--- src/rtl/pingpong_transposer.sv ---
// Double-buffered 4x4 transposer: fills one bank while draining the other, transposed or row-wise.
// Optional underfill detection is compiled in with TRANSPOSER_UNDERFILL_CHK_EN.
module pingpong_transposer #(
    parameter int W = 16,
    parameter int N = 4
) (
    input  logic           clk,
    input  logic           rst_n,
    input  logic           en,
    input  logic           sel,
    input  logic           dir,
    input  logic           rst_sync,
    input  logic [N*W-1:0] data_in,
    output logic [N*W-1:0] data_out,
    output logic           valid_out,
    output logic           err_underfill
);

    localparam logic [1:0] LAST = 2'(N - 1);

    logic [N*W-1:0] bank [2][N];
    logic [1:0]     full;
    logic [1:0]     ptr_q;
    logic           sel_q;

    logic           swap;
    logic [1:0]     p;
    logic           d;
    logic [N*W-1:0] word;

    always_comb begin
        swap = (sel != sel_q);
        p    = swap ? 2'd0 : ptr_q;
        d    = ~sel;
        word = '0;
        if (dir) begin
            word = bank[d][p];
        end else begin
            for (int k = 0; k < N; k++) begin
                word[k*W +: W] = bank[d][k][p*W +: W];
            end
        end
    end

    // Bank storage carries no reset; validity is tracked solely by full.
    always_ff @(posedge clk) begin
        if (en && !rst_sync) begin
            bank[sel][p] <= data_in;
        end
    end

    always_ff @(posedge clk or negedge rst_n) begin
        if (!rst_n) begin
            data_out  <= '0;
            valid_out <= 1'b0;
            full      <= 2'b00;
            ptr_q     <= 2'd0;
            sel_q     <= 1'b1;
        end else begin
            sel_q <= sel;
            if (rst_sync) begin
                ptr_q     <= 2'd0;
                full      <= 2'b00;
                data_out  <= '0;
                valid_out <= 1'b0;
            end else if (en) begin
                data_out  <= full[d] ? word : '0;
                valid_out <= full[d];
                if (p == LAST) begin
                    full[sel] <= 1'b1;
                    full[d]   <= 1'b0;
                end
                ptr_q <= p + 2'd1;
            end else begin
                valid_out <= 1'b0;
                if (swap) begin
                    ptr_q <= 2'd0;
                end
            end
        end
    end

`ifdef TRANSPOSER_UNDERFILL_CHK_EN
    // wr_any: at least one row landed in the current fill bank since the last swap/restart.
    logic wr_any;

    always_ff @(posedge clk or negedge rst_n) begin
        if (!rst_n) begin
            wr_any        <= 1'b0;
            err_underfill <= 1'b0;
        end else if (rst_sync) begin
            wr_any <= 1'b0;
        end else begin
            if (swap && wr_any && !full[sel_q]) begin
                err_underfill <= 1'b1;
            end
            if (en) begin
                wr_any <= 1'b1;
            end else if (swap) begin
                wr_any <= 1'b0;
            end
        end
    end
`else
    assign err_underfill = 1'b0;
`endif

endmodule

--- config.mk ---
export PLATFORM = sky130hd
export DESIGN_NAME = pingpong_transposer
export DESIGN_NICKNAME = d
export VERILOG_FILES = /design/src/rtl/pingpong_transposer.sv
export SDC_FILE = /design/constraint.sdc
export NUM_CORES = 1
export LEC_CHECK = 0
export ABC_AREA = 0
export CELL_PAD_IN_SITES_DETAIL_PLACEMENT = 0
export CELL_PAD_IN_SITES_GLOBAL_PLACEMENT = 2
export CORE_MARGIN = 2
export CORE_UTILIZATION = 40
export DETAILED_ROUTE_END_ITERATION = 16
export PLACE_DENSITY = 0.79
export REMOVE_ABC_BUFFERS = 1
export SLEW_MARGIN = 15
export SYNTH_ARGS = -nofsm -noshare
export SYNTH_HDL_FRONTEND = slang
export SYNTH_SLANG_ARGS = --single-unit
--- constraint.sdc ---
create_clock -name clk -period 7.6 [get_ports clk]
set_input_delay 1.52 -clock clk [delete_from_list [all_inputs] [get_ports clk]]
set_output_delay 1.52 -clock clk [all_outputs]
set_load 0.01 [all_outputs]
* Yosys cells after proc, flatten, opt, wreduce, memory -nomap -nowiden *
Memories as Yosys holds them, arrays and structs flattened.
Cells that the tools add are included.

operators by class
  add/sub/neg operators = 1
  multipliers = 0
  divide/modulo/power cells = 0
  $lt $le $gt $ge = 6
  eq/ne operators = 2
  shift-type cells = 4
  mux-type cells = 25
  bitwise gates (word level) = 5
  reduce and logical (&&, ||, !) cells = 8

operators by type and width
  kind                                                 number
  two-way mux 64 bit                                   7
  two-way mux 256 bit                                  1
  variable part select 64 x 7 -> 16 bit                4
  binary-select mux 64 bit (select 2 bit)              1
  demux 64 bit (select 2 bit)                          1
  two-way mux 2 bit                                    6
  two-way mux 1 bit                                    7
  logical AND 1 bit                                    4
  < comparator 1 x 2 -> 1 bit (second input constant)  2
  nonzero test 2 bit                                   2
  >= comparator 3 bit (second input constant)          1
  < comparator 3 x 1 -> 1 bit (second input constant)  1
  NOT 2 -> 3 bit                                       1
  adder 2 x 1 -> 2 bit (second input constant)         1
  bitwise AND 2 bit                                    1
  demux 1 bit (select 1 bit)                           2
  equality test 2 bit (second input constant)          1
  >= comparator 1 bit (second input constant)          2
  NOT 2 bit                                            1
  bitwise OR 2 bit                                     1
  AND reduction 2 bit                                  1
  logical NOT 1 bit                                    1
  != test 1 bit                                        1
  NOT 1 bit                                            1

storage, ports and cells
  register bits after elaboration = 70
  latch bits = 0
  RAM bits = 512
  memory bits (read-only) = 0
  input port bits = 70
  output and inout port bits = 66
  word-level logic and storage cells = 57
  memories kept = 1

memory list
  memory  words  bits a word  rd ports  clocked after Yosys merged registers in  wr ports  line  text
  bank    2      256          1         0                                        1         21    logic [N*W-1:0] bank [2][N];

* Longest topological paths before layout *
  word-level depth = 10
  gate-level depth with buffers = 9
  depth with buffers taken out = 5

* Worst setup path before layout *
OpenSTA, ideal clock, no wires.

  path type = input port to flip-flop
  start = input sel
  end = memory bank[0][128] (netlist name) (enable)
  setup time = 0.565 ns
  arrival = 6.851 ns
  required time = 7.035 ns
  slack = 0.185 ns
  stages = 7
  path buffers = 5
  cell sequence = buf_6 > buf_6 > buf_6 > buf_6 > buf_4 > nand2b_1 > nor3_1

on the way
  word-level cells in the longest chain between the ends = 8
  elaborated cells between the ends (all ways) = 9
  those cells by class = order compare: 2; eq/ne: 1; mux: 4; bitwise: 1; reduce/logical: 1

RTL lines
  item                                                                                      line  text
  start: declaration                                                                        10    input logic sel,
  != test 1 bit                                                                             32    swap = (sel != sel_q);
  two-way mux 2 bit                                                                         -
  NOT 2 -> 3 bit (not written as such)                                                      48    bank[sel][p] <= data_in;
  >= comparator 3 bit (not written as such) or < comparator 3 x 1 -> 1 bit (tied branches)  48
  logical AND 1 bit (not written as such)                                                   48
  two-way mux 64 bit (not written as such)                                                  48
  demux 64 bit (select 2 bit)                                                               48
  two-way mux 256 bit (not written as such)                                                 48
  end: declaration                                                                          21

Several ways; a longest one is shown, not always the timed one.

* Worst setup path after layout *
  start = input sel
  end = register data_out[52]

on the way
  word-level cells in the longest chain between the ends = 10
  elaborated cells between the ends (all ways) = 15
  those cells by class = eq/ne: 1; shift: 1; mux: 10; bitwise: 2; memory: 1

RTL lines
  item                                                               line  text
  branches (longest 7 deep; another with memory read (2 x 256 bit))  -
  two-way mux 64 bit (*)                                             67    data_out <= full[d] ? word : '0;
  two-way mux 64 bit (*)                                             66    end else if (en) begin
  two-way mux 64 bit (*)                                             61    if (rst_sync) begin
  end signal: assignment                                             67
  end: declaration                                                   14    output logic [N*W-1:0] data_out,

Mark *: on every way between the ends. The select of a mux whose other input is x is not followed.
A chain may end at the register's enable or synchronous reset.

==> metrics.cfg <==
[clock_tree]
cts-htree-levels = 2
postCtsSetupBuffers = 0
clk_latency_ps = 620
path_clk_slew_ps = 60
cts.repair.resized = 0
cts.sinks = 582
clock-root-buffer = clkbuf_16
cts_tree = built
cts-hold-fix-buffers = 0
numCtsBuffers = 58
clock_path_buffers = 3

[timing]
setup_viol = 0
rsz0062_at_grt = no
hold_violations = 0
holdWs_ps = 488
worst-slew-pin-transition_ps = 1060
clock_skew_ps = 11.5
fin_setup_tns_ps = 0
slew_violations = 0
period_needed_ps = 4170
worst_slack_ps = 3430
finalCritPeriodShare_pct = 54.9
fmax_mhz = 240
slew-limit-headroom_pct = 29.0

[cells_and_area]
final_nets = 1682
stdcell_count = 2500
final_util_pct = 47.0
drive_gt1_share_pct = 15.9
area_delta_synth_final_pct = 16.0
n_fill_cell = 5243
design_area_sq_mm = 0.0291

[power]
vdd_drop_max_mv = 0.152
power_mw = 6.96
p_leak_nw = 9.65
power_density_mw_per_mm2 = 239

[grt]
grt_max_degree = 124
grt-ovfl-total = 0
grt_use_total_pct = 20.5
antenna_found_initial = 1
grt_pass1_vias = 15100
grt_pass1_wl_mm = 98.1

[floorplanning]
die-area_sq_mm = 0.0647
start_util_pct = 40.5
die_w_um = 254
ios = 136
die_h_um = 254
rows = 91
core_area_sq_mm = 0.0618

[placement]
io_buffers = 134
placed_area_sq_mm = 0.0271
routabilityCongestion = 0.760
dp_cells = 2389
place_ws_ps = 2840
hpwl_mm = 35.4

[logic_synthesis]
ys_warn_count = 0
synthFlopType = edfxtp_1
seq_area_frac_synth_pct = 68.4
syn_inst = 1518
synth_area_per_cell_sq_um = 16.5
ys_seq_elements = 582
synth_cell_types = 41
synth_area_sq_mm = 0.0251
synth_edf_count = 512
async_flop_share_pct = 12.0

[worst_setup_path]
cp-end-kind = flop
reg2regPathDepth = 7
crit_arrival_ps = 4640
critical_path_class = in -> reg
r2r_slack_ps = 4190
cp_max_fo = 123
crit_required_ps = 8060
critPathLaunchType = input pin

[route]
vias = 14900
route.antenna.remaining_nets = 0
drtIter0Drc = 1291
viasPerCell = 5.95
wl_per_cell_um = 26.5
dr.pass1.iters = 5
routed_wl_mm = 66.2
drcViolationCount = 0

[hold_path]
min_path_cells = 2
hold_class = reg -> reg

[run_status]
run_status = completed

[flow_run]
drv_cap = 0

[flip-flops by register name (all words and copies together), names as in the netlist]
| signal | cells |
|---|---|
| valid_out | 1 |
| sel_q | 1 |
| full | 2 |
| ptr_q | 2 |
| data_out | 64 |
| bank | 512 |
[layer usage]
metal,vias to the layer above,global-route usage (%),routed length (um)
li1,6419,-,-
met1,7875,27.8,27900
met2,477,34.5,33100
met3,98,3.00,3750
met4,0,5.98,1530
met5,-,0,0
[cells in the mapped netlist, drive strengths merged, types with 2 or more instances]
cell | count | area (sq um)
xnor2 | 2 | 36.3
dfrtp | 69 | 1730
o32ai | 32 | 280
nand3 | 32 | 160
a211oi | 64 | 561
o211ai | 96 | 721
nor2 | 9 | 43.8
o221ai | 32 | 280
o31ai | 32 | 265
o21ai | 32 | 160
clkbuf | 49 | 188
nand2 | 104 | 398
buf | 80 | 538
mux4 | 96 | 2160
nor3 | 6 | 30.0
mux2i | 129 | 1290
o22ai | 32 | 200
nand2b | 34 | 220
and2 | 2 | 12.5
a21oi | 65 | 325
edfxtp | 512 | 15400
[area by class of cell]
cell class | instances | area, sq um | area share [%]
timing repair buffer | 163 | 1600 | 5.51
clock buffer | 79 | 1650 | 5.69
tap | 837 | 1050 | 3.60
antenna | 1 | 2.50 | 0.00861
sequential | 582 | 17100 | 58.9
multi-input combinational | 806 | 7280 | 25.1
clock inverter | 31 | 352 | 1.21
inverter | 1 | 3.75 | 0.0129
[worst paths after layout]
check	startpoint	end
max	sel	data_out[52]
min	data_out[13]	data_out[13]
max reg2reg	ptr_q[0]	data_out[26]
min reg2reg	data_out[13]	data_out[13]
max in group asynchronous	rst_n	ptr_q[0]
min in group asynchronous	rst_n	data_out[12]
[worst max-delay path, cell delays in order]
cell      delay (ps)
buf_8            570
xnor2_4          220
nand2_8          630
buf_4            780
a21oi_1          160
a211oi_1         330
o31ai_1          110
[cells by family after synthesis]
group	count (synthesis)	synth area share, %
DFF	582	68.4
AOI/OAI and AO/OA	385	11.1
xor gates and xnor gates	3	0.180
muxes	226	13.8
buffers and inverters	130	2.91
and+or+nand+nor	191	3.56
other	1	0.0150
[where the power goes]
group / total, mW / switching [mW] / internal (mW)
combinational: 0.435 / 0.279 / 0.157
clock: 2.99 / 1.20 / 1.79
sequential: 3.53 / 0.0146 / 3.52
[placed cells by master, fill, tap and decap left out, types with 3 or more instances in the layout]
| master | count |
|---|---|
| a211oi_1 | 48 |
| a211oi_2 | 16 |
| a21oi_1 | 65 |
| buf_12 | 3 |
| buf_4 | 27 |
| bufinv_16 | 8 |
| clkbuf_1 | 12 |
| clkbuf_16 | 61 |
| clkbuf_8 | 7 |
| clkdlybuf4s50_1 | 131 |
| clkinv_1 | 5 |
| clkinv_2 | 17 |
| dfrtp_1 | 68 |
| edfxtp_1 | 512 |
| mux2i_1 | 129 |
| mux4_2 | 96 |
| nand2_1 | 101 |
| nand2b_1 | 33 |
| nand3_1 | 32 |
| nor2_1 | 4 |
| nor2_4 | 5 |
| nor3_2 | 6 |
| o211ai_1 | 96 |
| o21ai_0 | 32 |
| o221ai_1 | 32 |
| o22ai_1 | 32 |
| o31ai_1 | 27 |
| o31ai_2 | 5 |
| o32ai_1 | 32 |
No activity file was read; power rests on OpenSTA's default activity.
